**src/rtl/csc_pkg.sv**
```systemverilog
// Shared types and constants for the RGB->YCbCr (BT.601) sequencer.
// Latency: n/a (declarations only).
// Backpressure: n/a.
// Contents: channel / FSM state enums, in-flight tag struct, Q9 coefficient table helpers.
package csc_pkg;

  localparam int PIX_W  = 24;
  localparam int COMP_W = 8;

  typedef enum logic [1:0] {
    CH_Y  = 2'd0,
    CH_CB = 2'd1,
    CH_CR = 2'd2
  } ch_e;

  typedef enum logic [1:0] {
    S_IDLE,
    S_Y,
    S_CB,
    S_CR
  } state_e;

  // One entry of the in-flight tag pipe.
  typedef struct packed {
    logic vld;
    ch_e  ch;
  } tag_t;

  // Q9 coefficients, comp: 0=R, 1=G, 2=B.
  function automatic int coef_of(input ch_e ch, input int comp);
    int k;
    k = 0;
    case (ch)
      CH_Y:    k = (comp == 0) ? 153 : (comp == 1) ? 301 : 58;
      CH_CB:   k = (comp == 0) ? -86 : (comp == 1) ? -170 : 256;
      CH_CR:   k = (comp == 0) ? 256 : (comp == 1) ? -214 : -42;
      default: k = 0;
    endcase
    return k;
  endfunction

  // Additive constant per channel.
  function automatic int const_of(input ch_e ch);
    return (ch == CH_Y) ? 0 : 128;
  endfunction

endpackage

```
**src/rtl/csc_sequencer_if.sv**
```systemverilog
// Bundles the pixel-in stream, the shared datapath port and the pixel-out stream.
// Latency: n/a (wiring only).
// Backpressure: in_valid/in_ready and out_valid/out_ready handshakes; datapath has none.
// Modports: master = sequencer side, slave = source/datapath/sink side.
interface csc_sequencer_if #(
  parameter int COEF_W = 18,
  parameter int RES_W  = 9
);
  logic                     in_valid;
  logic                     in_ready;
  logic [23:0]              in_rgb;
  logic                     dp_valid;
  logic [23:0]              dp_pix;
  logic signed [COEF_W-1:0] dp_coef_r;
  logic signed [COEF_W-1:0] dp_coef_g;
  logic signed [COEF_W-1:0] dp_coef_b;
  logic signed [RES_W-1:0]  dp_c;
  logic signed [RES_W-1:0]  dp_result;
  logic                     out_valid;
  logic                     out_ready;
  logic [23:0]              out_ycbcr;

  modport master (
    input  in_valid, in_rgb, dp_result, out_ready,
    output in_ready, dp_valid, dp_pix, dp_coef_r, dp_coef_g, dp_coef_b, dp_c,
           out_valid, out_ycbcr
  );

  modport slave (
    output in_valid, in_rgb, dp_result, out_ready,
    input  in_ready, dp_valid, dp_pix, dp_coef_r, dp_coef_g, dp_coef_b, dp_c,
           out_valid, out_ycbcr
  );
endinterface

```
**src/rtl/csc_out_fifo.sv**
```systemverilog
// 2-entry synchronous FIFO holding assembled YCbCr pixels.
// Latency: push visible on pop_dat/!empty the cycle after push.
// Backpressure: push ignored when full, pop ignored when empty (upstream credits prevent both).
// Ports: clk, rst_n, push/push_dat, pop, pop_dat (head), full, empty.
module csc_out_fifo #(
  parameter int W = 24
) (
  input  logic         clk,
  input  logic         rst_n,
  input  logic         push,
  input  logic [W-1:0] push_dat,
  input  logic         pop,
  output logic [W-1:0] pop_dat,
  output logic         full,
  output logic         empty
);
  logic [W-1:0] mem [2];
  logic         wr_ptr;
  logic         rd_ptr;
  logic [1:0]   cnt;
  logic         do_push;
  logic         do_pop;

  assign full    = (cnt == 2'd2);
  assign empty   = (cnt == 2'd0);
  assign do_push = push && !full;
  assign do_pop  = pop && !empty;
  assign pop_dat = mem[rd_ptr];

  always_ff @(posedge clk or negedge rst_n) begin
    if (!rst_n) begin
      mem[0] <= '0;
      mem[1] <= '0;
      wr_ptr <= 1'b0;
      rd_ptr <= 1'b0;
      cnt    <= 2'd0;
    end else begin
      if (do_push) begin
        mem[wr_ptr] <= push_dat;
        wr_ptr      <= ~wr_ptr;
      end
      if (do_pop) begin
        rd_ptr <= ~rd_ptr;
      end
      case ({do_push, do_pop})
        2'b10:   cnt <= cnt + 2'd1;
        2'b01:   cnt <= cnt - 2'd1;
        default: cnt <= cnt;
      endcase
    end
  end

endmodule

```
**src/rtl/csc_sequencer.sv**
```systemverilog
// RGB->YCbCr sequencer: one shared 3-multiply datapath issued Y, Cb, Cr on consecutive cycles.
// Latency: accept at cycle 0 -> out_valid at cycle DP_LAT+4; peak 1 pixel per 3 cycles.
// Backpressure: in_ready needs a free credit (2 total, returned on output pop), so the FIFO never overflows.
// Ports: clk, rst_n, bus (csc_sequencer_if.master: in/dp/out streams), busy.
// Option: define CSC_SATURATE_EN to clamp negative datapath results to 0 instead of wrapping.
import csc_pkg::*;

module csc_sequencer #(
  parameter int DP_LAT = 4,
  parameter int COEF_W = 18,
  parameter int RES_W  = 9
) (
  input  logic            clk,
  input  logic            rst_n,
  csc_sequencer_if.master bus,
  output logic            busy
);
  state_e            state;
  state_e            state_nxt;
  ch_e               cur_ch;
  logic              issue;
  logic              ready_en;
  logic              accept;
  logic              pop;
  logic [1:0]        credits;
  logic [PIX_W-1:0]  pix_q;
  tag_t              tag_q [DP_LAT];
  tag_t              tag_out;
  logic              tags_busy;
  logic [COMP_W-1:0] cap;
  logic [COMP_W-1:0] y_q;
  logic [COMP_W-1:0] cb_q;
  logic              fifo_push;
  logic [PIX_W-1:0]  fifo_dat;
  logic              fifo_full;
  logic              fifo_empty;

  // ready_en holds in_ready low until the first clock after reset release.
  // The !fifo_full term is redundant with the credit count but keeps the FIFO safe on its own.
  assign bus.in_ready = ready_en && ((state == S_IDLE) || (state == S_CR)) &&
                        (credits != 2'd0) && !fifo_full;
  assign accept       = bus.in_valid && bus.in_ready;
  assign pop          = bus.out_valid && bus.out_ready;
  assign bus.dp_pix   = pix_q;
  assign bus.dp_valid = issue;

  always_ff @(posedge clk or negedge rst_n) begin
    if (!rst_n) begin
      state    <= S_IDLE;
      ready_en <= 1'b0;
      credits  <= 2'd2;
      pix_q    <= '0;
    end else begin
      state    <= state_nxt;
      ready_en <= 1'b1;
      if (accept) begin
        pix_q <= bus.in_rgb;
      end
      case ({accept, pop})
        2'b10:   credits <= credits - 2'd1;
        2'b01:   credits <= credits + 2'd1;
        default: credits <= credits;
      endcase
    end
  end

  always_comb begin
    state_nxt = state;
    issue     = 1'b0;
    cur_ch    = CH_Y;
    case (state)
      S_IDLE: begin
        if (accept) state_nxt = S_Y;
      end
      S_Y: begin
        issue     = 1'b1;
        cur_ch    = CH_Y;
        state_nxt = S_CB;
      end
      S_CB: begin
        issue     = 1'b1;
        cur_ch    = CH_CB;
        state_nxt = S_CR;
      end
      S_CR: begin
        issue     = 1'b1;
        cur_ch    = CH_CR;
        state_nxt = accept ? S_Y : S_IDLE;
      end
      default: state_nxt = S_IDLE;
    endcase
  end

  // Coefficients are only driven while an op is issued; zero otherwise.
  always_comb begin
    bus.dp_coef_r = '0;
    bus.dp_coef_g = '0;
    bus.dp_coef_b = '0;
    bus.dp_c      = '0;
    if (issue) begin
      bus.dp_coef_r = COEF_W'(coef_of(cur_ch, 0));
      bus.dp_coef_g = COEF_W'(coef_of(cur_ch, 1));
      bus.dp_coef_b = COEF_W'(coef_of(cur_ch, 2));
      bus.dp_c      = RES_W'(const_of(cur_ch));
    end
  end

  // Tag pipe mirrors the datapath depth; the last stage lines up with dp_result.
  // Clearing it on reset is what makes late results from before the reset harmless.
  always_ff @(posedge clk or negedge rst_n) begin
    if (!rst_n) begin
      for (int i = 0; i < DP_LAT; i++) tag_q[i] <= '0;
    end else begin
      tag_q[0] <= '{vld: issue, ch: cur_ch};
      for (int i = 1; i < DP_LAT; i++) tag_q[i] <= tag_q[i-1];
    end
  end

  assign tag_out = tag_q[DP_LAT-1];

  always_comb begin
    tags_busy = 1'b0;
    for (int i = 0; i < DP_LAT; i++) tags_busy = tags_busy | tag_q[i].vld;
  end

`ifdef CSC_SATURATE_EN
  assign cap = bus.dp_result[RES_W-1] ? 8'h00 : 8'(bus.dp_result);
`else
  assign cap = 8'(bus.dp_result);
`endif

  always_ff @(posedge clk or negedge rst_n) begin
    if (!rst_n) begin
      y_q  <= '0;
      cb_q <= '0;
    end else if (tag_out.vld) begin
      if (tag_out.ch == CH_Y)  y_q  <= cap;
      if (tag_out.ch == CH_CB) cb_q <= cap;
    end
  end

  // Cr is the last channel of a pixel, so its capture completes the pixel.
  assign fifo_push = tag_out.vld && (tag_out.ch == CH_CR);

  csc_out_fifo #(.W(PIX_W)) u_fifo (
    .clk      (clk),
    .rst_n    (rst_n),
    .push     (fifo_push),
    .push_dat ({y_q, cb_q, cap}),
    .pop      (pop),
    .pop_dat  (fifo_dat),
    .full     (fifo_full),
    .empty    (fifo_empty)
  );

  assign bus.out_valid = !fifo_empty;
  assign bus.out_ycbcr = fifo_dat;
  assign busy          = (state != S_IDLE) || tags_busy || !fifo_empty;

endmodule
```
**src/flat_wrapper.sv**
```systemverilog
// flat-port wrapper written by rule: the top's interface ports become plain ports
module csc_sequencer_flat 
#(
  parameter int DP_LAT = 4,
  parameter int COEF_W = 18,
  parameter int RES_W  = 9
)
  (clk, rst_n, busy, bus_in_valid, bus_in_rgb, bus_dp_result, bus_out_ready, bus_in_ready, bus_dp_valid, bus_dp_pix, bus_dp_coef_r, bus_dp_coef_g, bus_dp_coef_b, bus_dp_c, bus_out_valid, bus_out_ycbcr);
  csc_sequencer_if #(.COEF_W(COEF_W), .RES_W(RES_W)) bus_i ();
  input  logic clk;
  input  logic rst_n;
  output logic busy;
  input wire logic [$bits(bus_i.in_valid)-1:0] bus_in_valid;
  input wire logic [$bits(bus_i.in_rgb)-1:0] bus_in_rgb;
  input wire logic [$bits(bus_i.dp_result)-1:0] bus_dp_result;
  input wire logic [$bits(bus_i.out_ready)-1:0] bus_out_ready;
  output wire logic [$bits(bus_i.in_ready)-1:0] bus_in_ready;
  output wire logic [$bits(bus_i.dp_valid)-1:0] bus_dp_valid;
  output wire logic [$bits(bus_i.dp_pix)-1:0] bus_dp_pix;
  output wire logic [$bits(bus_i.dp_coef_r)-1:0] bus_dp_coef_r;
  output wire logic [$bits(bus_i.dp_coef_g)-1:0] bus_dp_coef_g;
  output wire logic [$bits(bus_i.dp_coef_b)-1:0] bus_dp_coef_b;
  output wire logic [$bits(bus_i.dp_c)-1:0] bus_dp_c;
  output wire logic [$bits(bus_i.out_valid)-1:0] bus_out_valid;
  output wire logic [$bits(bus_i.out_ycbcr)-1:0] bus_out_ycbcr;
  assign bus_i.in_valid = bus_in_valid;
  assign bus_i.in_rgb = bus_in_rgb;
  assign bus_i.dp_result = bus_dp_result;
  assign bus_i.out_ready = bus_out_ready;
  assign bus_in_ready = bus_i.in_ready;
  assign bus_dp_valid = bus_i.dp_valid;
  assign bus_dp_pix = bus_i.dp_pix;
  assign bus_dp_coef_r = bus_i.dp_coef_r;
  assign bus_dp_coef_g = bus_i.dp_coef_g;
  assign bus_dp_coef_b = bus_i.dp_coef_b;
  assign bus_dp_c = bus_i.dp_c;
  assign bus_out_valid = bus_i.out_valid;
  assign bus_out_ycbcr = bus_i.out_ycbcr;
  csc_sequencer #(.DP_LAT(DP_LAT), .COEF_W(COEF_W), .RES_W(RES_W)) u_core (.clk(clk), .rst_n(rst_n), .bus(bus_i), .busy(busy));
endmodule
```
**config.mk**
```make
export PLATFORM = sky130hd
export DESIGN_NAME = csc_sequencer_flat
export DESIGN_NICKNAME = d
export VERILOG_FILES = /design/src/rtl/csc_pkg.sv /design/src/rtl/csc_sequencer_if.sv /design/src/rtl/csc_out_fifo.sv /design/src/rtl/csc_sequencer.sv /design/src/flat_wrapper.sv
export SDC_FILE = /design/constraint.sdc
export NUM_CORES = 1
export LEC_CHECK = 0
export CORE_ASPECT_RATIO = 0.6
export CORE_MARGIN = 2
export CORE_UTILIZATION = 43
export DETAILED_ROUTE_END_ITERATION = 8
export PLACE_DENSITY = 0.77
export RECOVER_POWER = 50
export SETUP_SLACK_MARGIN = 0.02
export SYNTH_ARGS = -nofsm -noshare
export SYNTH_HDL_FRONTEND = slang
export SYNTH_SLANG_ARGS = --single-unit
export TNS_END_PERCENT = 5
```
**constraint.sdc**
```tcl
create_clock -name clk -period 2.23 [get_ports clk]
set_input_delay 0.5575 -clock clk [delete_from_list [all_inputs] [get_ports clk]]
set_output_delay 0.5575 -clock clk [all_outputs]
set_load 0.03 [all_outputs]
```
Word-level counts from Yosys, hierarchy flattened --
Index checks and enable logic that the tools add are counted.
Storage, ports and cells: bits in registers 109, latch bits 0, bits in writable memories 0, memory bits (read-only) 0, bits of input ports 37, logic and storage cells 92, memories kept 0
Operators by class: add/sub/neg operators 4, $mul 0, divide/modulo/power cells 0, order comparisons 3, equality and inequality tests 13, shift-type cells 0, multiplexer cells 21, bitwise gates (word level) 7, reductions and logical operators 25
Operator list (count):
- case mux 18 bit (3 select lines) | 3
- two-way mux 24 bit | 4
- two-way mux 18 bit | 3
- bitwise mux 48 bit | 1
- demux 24 bit (select 1 bit) | 1
- equality test 2 bit (second input constant) | 7
- case mux 2 bit (2 select lines) | 3
- equality test 2 x 1 -> 1 bit (second input constant) | 5
- logical AND 1 bit | 9
- two-way mux 9 bit | 1
- zero test 2 bit | 4
- two-way mux 8 bit | 1
- case mux 2 bit (4 select lines) | 1
- nonzero test 2 bit | 4
- adder 2 x 1 -> 2 bit (second input constant) | 2
- greater-or-equal comparator 2 bit (second input constant) | 2
- NOT 1 -> 2 bit | 2
- AND reduction 2 bit | 2
- subtractor 2 x 1 -> 2 bit (second input constant) | 2
- logical OR 1 bit | 3
- OR 1 bit | 3
- OR reduction 3 bit | 1
- zero test 1 bit | 2
- < comparator 2 x 1 -> 1 bit (second input constant) | 1
- other kinds (4) | 6

Longest topological paths before layout --
word-level depth 8, depth in mapped cells 9, mapped depth without buffers 8

Modules after synthesis --
A second synthesis with hierarchy kept.
Unflattened totals: cell total of the unflattened synthesis 344, area total of the unflattened synthesis 5024.8 um^2
By module, submodules not included:
- csc_sequencer | times used 1, cells an instance 198, area each 2732.6 um^2, seq. area each 1427.6 um^2
- csc_out_fifo | times used 1, cells an instance 146, area each 2292.2 um^2, seq. area each 1301.2 um^2

Worst setup path after synthesis --
No wires, ideal clock.
path type reg2out, start point register u_core.state[1], end point output port bus_dp_coef_g[10], arrival 2481 ps, slack -809 ps, cell stages (with the launch flop) 6, buffers on the path 1, path through dfrtp_1 > ha_1 > inv_1 > ha_1 > nor2b_1 > buf_4
Between the ends: longest elaborated chain between the ends 5, elaborated cells on any way between the ends 11, classes of those cells eq/ne (5); mux (4); reduce/logical (2)
RTL lines:
- start: declaration | line csc_sequencer.sv:18 | state_e state;
- start signal: assignment | line csc_sequencer.sv:54 | state <= state_nxt;
- equality test 2 bit | line csc_sequencer.sv:71 | case (state)
- case mux 2 bit (2 select lines) | line csc_sequencer.sv:71
- equality test 2 bit (tied with other cells) | line csc_pkg.sv:33 | case (ch)
- case mux 18 bit (3 select lines) | line csc_pkg.sv:33
- two-way mux 18 bit (*) | line csc_sequencer.sv:100 | if (issue) begin
- end: declaration | line flat_wrapper.sv:21 | output wire logic [$bits(bus_i.dp_coef_g)-1:0] bus_dp_coef_g;
Mark *: on every way between the ends. The rest lies on a longest branch, timed or not.

Worst setup path in the final report --
start point register u_core.state[0], end point output port bus_dp_coef_g[9]
The elaborated chain is that of the path after synthesis.

==> summary.md <==
The initial antenna violation count came out at 0. The count of port buffers added during placement came out at 138. Traced cell by cell, the critical path runs through inv_2 > buf_6 > ha_4 > inv_2 > ha_4 > nor2b_4 > buf_6. The final route contains 2840 vias. Class of the tightest hold or removal check: flip-flop to flip-flop. The proportion of synthesized flip-flops having asynchronous set or reset was 100.0%. Setup repair after global routing could not meet its margin everywhere. The delay of the slowest critical-path stage is 420 ps, and the remaining design rule violation count is 0. The type of element launching the critical path was a flip-flop.

Number of buffers created by CTS: 9. Final critical-path share of the clock period: 105.5%. The worst register-to-register path has a depth of 8. Summed over all layers, the routed wires come to 9450 µm. The share of the synthesized netlist area taken by xor and xnor gates is 1.401%. The flip-flop and latch count after synthesis is 109, and the worst hold margin is 349.1 ps.

The worst register-to-register path ends at u_core.credits[1]$_DFFE_PN1P_. The startpoint identified for the worst register-to-register timing path is u_core.state[1]$_DFFE_PN0P_. Final setup violation count: 14. The master cell of the clock root buffer is clkbuf_16. The number of distinct standard cells referenced by the synthesized netlist was 32. The total of max-cap violations came out at 1. The tools report the first-iteration detailed-routing DRC count as 81. The slack of the worst reg-to-reg path was 330 ps; the setup slack after placement was 93.38 ps. Dividing the detail-routed wire length by the instance count gives 15.37 µm. The count of endpoints failing hold in the final timing report came out at 0. For this design, the slowest cell found on the critical path is dfrtp_1. For the worst setup path, the data required time is 1670 ps.

The worst hold path was traced through 0 stages. For this run, the leading register cell type out of synthesis is dfrtp_1. After filler insertion, the fill cell instance count of the layout stands at 901.

The main combinational cell family by area after synthesis is multiplexers. STA classifies the critical path endpoint as a primary output. The mean number of vias per cell is 4.618, and the count of synthesis-stage warnings from yosys is 0.

Type of the setup path with the least slack: flip-flop to primary output. Across the routed clock network, the largest skew measured is 3.442 ps. Summing the areas of all and, or, nand and nor instances in the mapped netlist gives 3.729% of the synthesized area. The relative max-transition margin came out at -17.90%.

The maximum root-to-sink buffer count was 2; the number of top-level pins was 152. Counting flops with a built-in enable in the synthesized netlist gives 0. For the H-tree level count, the log shows 3. The critical path data arrival time is 1790 ps. The logs give -122.0 ps for the worst-case setup margin in the final layout and 0.7173 for the final weighted congestion of routability-driven global placement. After clock tree synthesis, the clock-pin slew on the worst setup and hold paths is 70 ps. The floorplan die area was 12530 µm². The run finished, with violations left. The synthesized cell area was 5000 µm²; the final core utilization was 57.60%. Critical path's top delay family: flip-flops. From synthesis to final layout, the design area changed by 30.16%. Once placement completed, the tool counted placed cells totaling 592.

The HPWL after detailed placement is 6284 µm. Summing the sequential cell areas from Yosys gives 54.58% of the chip area. Global-route usage over all layers: 15.85%. The run gives 0 as the antenna violation net count after detailed routing.

The via count of the first global-routing pass was 2991; the largest net degree at the start of global routing was 74. At the pin with the least slew margin, the transition time is 1768 ps. The number of antenna cells inserted is 0.

The first global-routing pass estimated 15150 µm of wire. The pre-antenna-repair detailed-routing pass consisted of 4 iterations. The tools report the endpoint with the worst hold slack as u_core.tag_out[1]$_DFF_PN0_. The tools report the count of pins over their slew limit as 74.

The worst hold path begins at u_core.tag_q[4]$_DFF_PN0_. TritonCTS built the clock tree. The final reports fail on max-capacitance violations, max-slew violations, negative setup slack. The complex-gate fraction of the synthesized area was 0.4505%; the starting density of the core was 44.25%. The initialized floorplan defines 30 standard-cell rows. The buffer and inverter count on the worst path was 4; the average cell area after synthesis was 14.75 µm².

The core outline area was 11300 µm². The clock drives 109 sinks. In this run the vertical extent of the chip is 87.53 µm.

The fraction of synthesized area in multiplexers works out to 26.70%. For this run the aggregate overflow at the end of global routing stands at 0. The cell count after synthesis came out at 339. In this run the worst path has a maximum fanout of 6.

After Yosys synthesis, full adders, half adders and majority gates account for 2.252% of the synthesized area. For this run, the number of standard cells in the final layout without fillers is 615. The die span in x is 143.2 µm. The smallest clock period supported by the final layout is computed as 2352 ps. The ratio of cells with drive above 1 in the final layout is 49.01%, and the clock insertion delay at the later pin of the skew report is 340 ps. Based on the critical path, the design can be clocked at up to 425.2 MHz.

For this run, the post-layout net count is 496.
[cell usage in the layout (no fill, tap or decap), types with 4 or more instances in the layout]
cell type and count:
dfrtp_1 106, mux2_2 94, clkdlybuf4s50_1 58, buf_4 41, dlygate4sd2_1 20, mux2_4 17
clkbuf_2 15, conb_1 13, clkbuf_16 9, clkdlybuf4s15_2 8, buf_6 8, xnor2_1 4
xor2_1 4, ha_1 4, clkbuf_1 4
[metal layers]
layer  up-vias  part of all wire [%]  track usage [%]
li1       1307                     -                -
met1      1414                    48            22.58
met2       113                    45            23.31
met3         6                   6.4            5.827
met4         0                  0.75            3.654
met5         -                     0                0
[cells in the mapped netlist, types with 2 or more instances]
cell type / count / share of area, %
buf_4: 57 / 8.6
mux2_2: 94 / 21
dfrtp_1: 108 / 54
xor2_1: 4 / 0.70
nor2_1: 4 / 0.30
nor2b_1: 3 / 0.38
nand4_4: 2 / 0.85
a21oi_1: 2 / 0.20
buf_6: 6 / 1.4
inv_1: 6 / 0.45
buf_2: 3 / 0.30
conb_1: 2 / 0.15
xnor2_1: 4 / 0.70
or2_2: 2 / 0.25
mux2_4: 17 / 5.1
ha_1: 9 / 2.3
[worst max-delay path by stage]
stage | startpoint | endpoint | slack (ps) | cells past startpoint
global placement | u_core.u_fifo.rd_ptr$_DFFE_PN0P_ | bus_out_ycbcr[18] | 100 | 3
CTS | u_core.state[1]$_DFFE_PN0P_ | busy | -180 | 5
floorplan | u_core.state[1]$_DFFE_PN0P_ | bus_dp_coef_g[10] | -80 | 5
detailed placement | u_core.u_fifo.rd_ptr$_DFFE_PN0P_ | bus_out_ycbcr[18] | 90 | 3
finish | u_core.state[0]$_DFFE_PN0P_ | bus_dp_coef_g[9] | -120 | 7
global route | u_core.state[0]$_DFFE_PN0P_ | bus_dp_coef_g[14] | -220 | 7
[flip-flops by register name, summed over array words and instances (netlist names)]
name	cells
u_core.bus.dp_pix	24
u_core.cb_q	8
u_core.credits	2
u_core.ready_en	1
u_core.state	2
u_core.tag_out	3
u_core.tag_q	9
u_core.u_fifo.cnt	2
u_core.u_fifo.mem	48
u_core.u_fifo.rd_ptr	1
u_core.u_fifo.wr_ptr	1
u_core.y_q	8
[repair_timing]
action	in CTS	in global routing
cloned	2	0
hold buffers	0	0
buffers inserted	2	3
pin swaps	0	1
endpoints found under the setup margin	72	45
resized for setup	74	31
[per-stage QoR]
| step | setup TNS (ps) | cell area [µm²] |
|---|---|---|
| 3_3_place_gp | 0 | 6160 |
| 4_1_cts | -2174 | 6534 |
| 6_report | -1289 | 6507 |
| 3_5_place_dp | 0 | 6160 |
| 5_1_grt | -4639 | 6507 |
| 2_1_floorplan | -953.3 | 5057 |
[cells by family (layout without fill, tap and decap cells)]
kind of cell,after synthesis,count (layout)
xor gates and xnor gates,8,8
buffers and inverters,73,177
and+or+nand+nor,21,22
other,2,13
muxes,113,113
DFF,109,109
adders and majority gates,9,9
AOI/OAI and AO/OA,4,4
[final cells by class]
class                   instances  area, µm²  share of cell area (%)
clock buffers                  13      250.2                   3.845
clock inverters                 3      45.04                  0.6922
inverters                       6      22.52                  0.3461
multi-input cells             169       1848                   28.40
flip-flops and latches        109       2731                   41.97
well taps                     160      200.2                   3.076
repair buffers                155       1410                   21.67
[worst reg2reg max path: stages, from the launching register on]
cell and delay (ps):
dfrtp_2 440, inv_2 90, ha_2 300, nor2b_2 190
nand4_4 170, ha_1 230, xor2_1 140, nor2_1 110
xor2_1 160
Power is left out: the tool's default activity adds up to more than one toggle a clock period on the data nets, which glitch-free logic cannot reach.
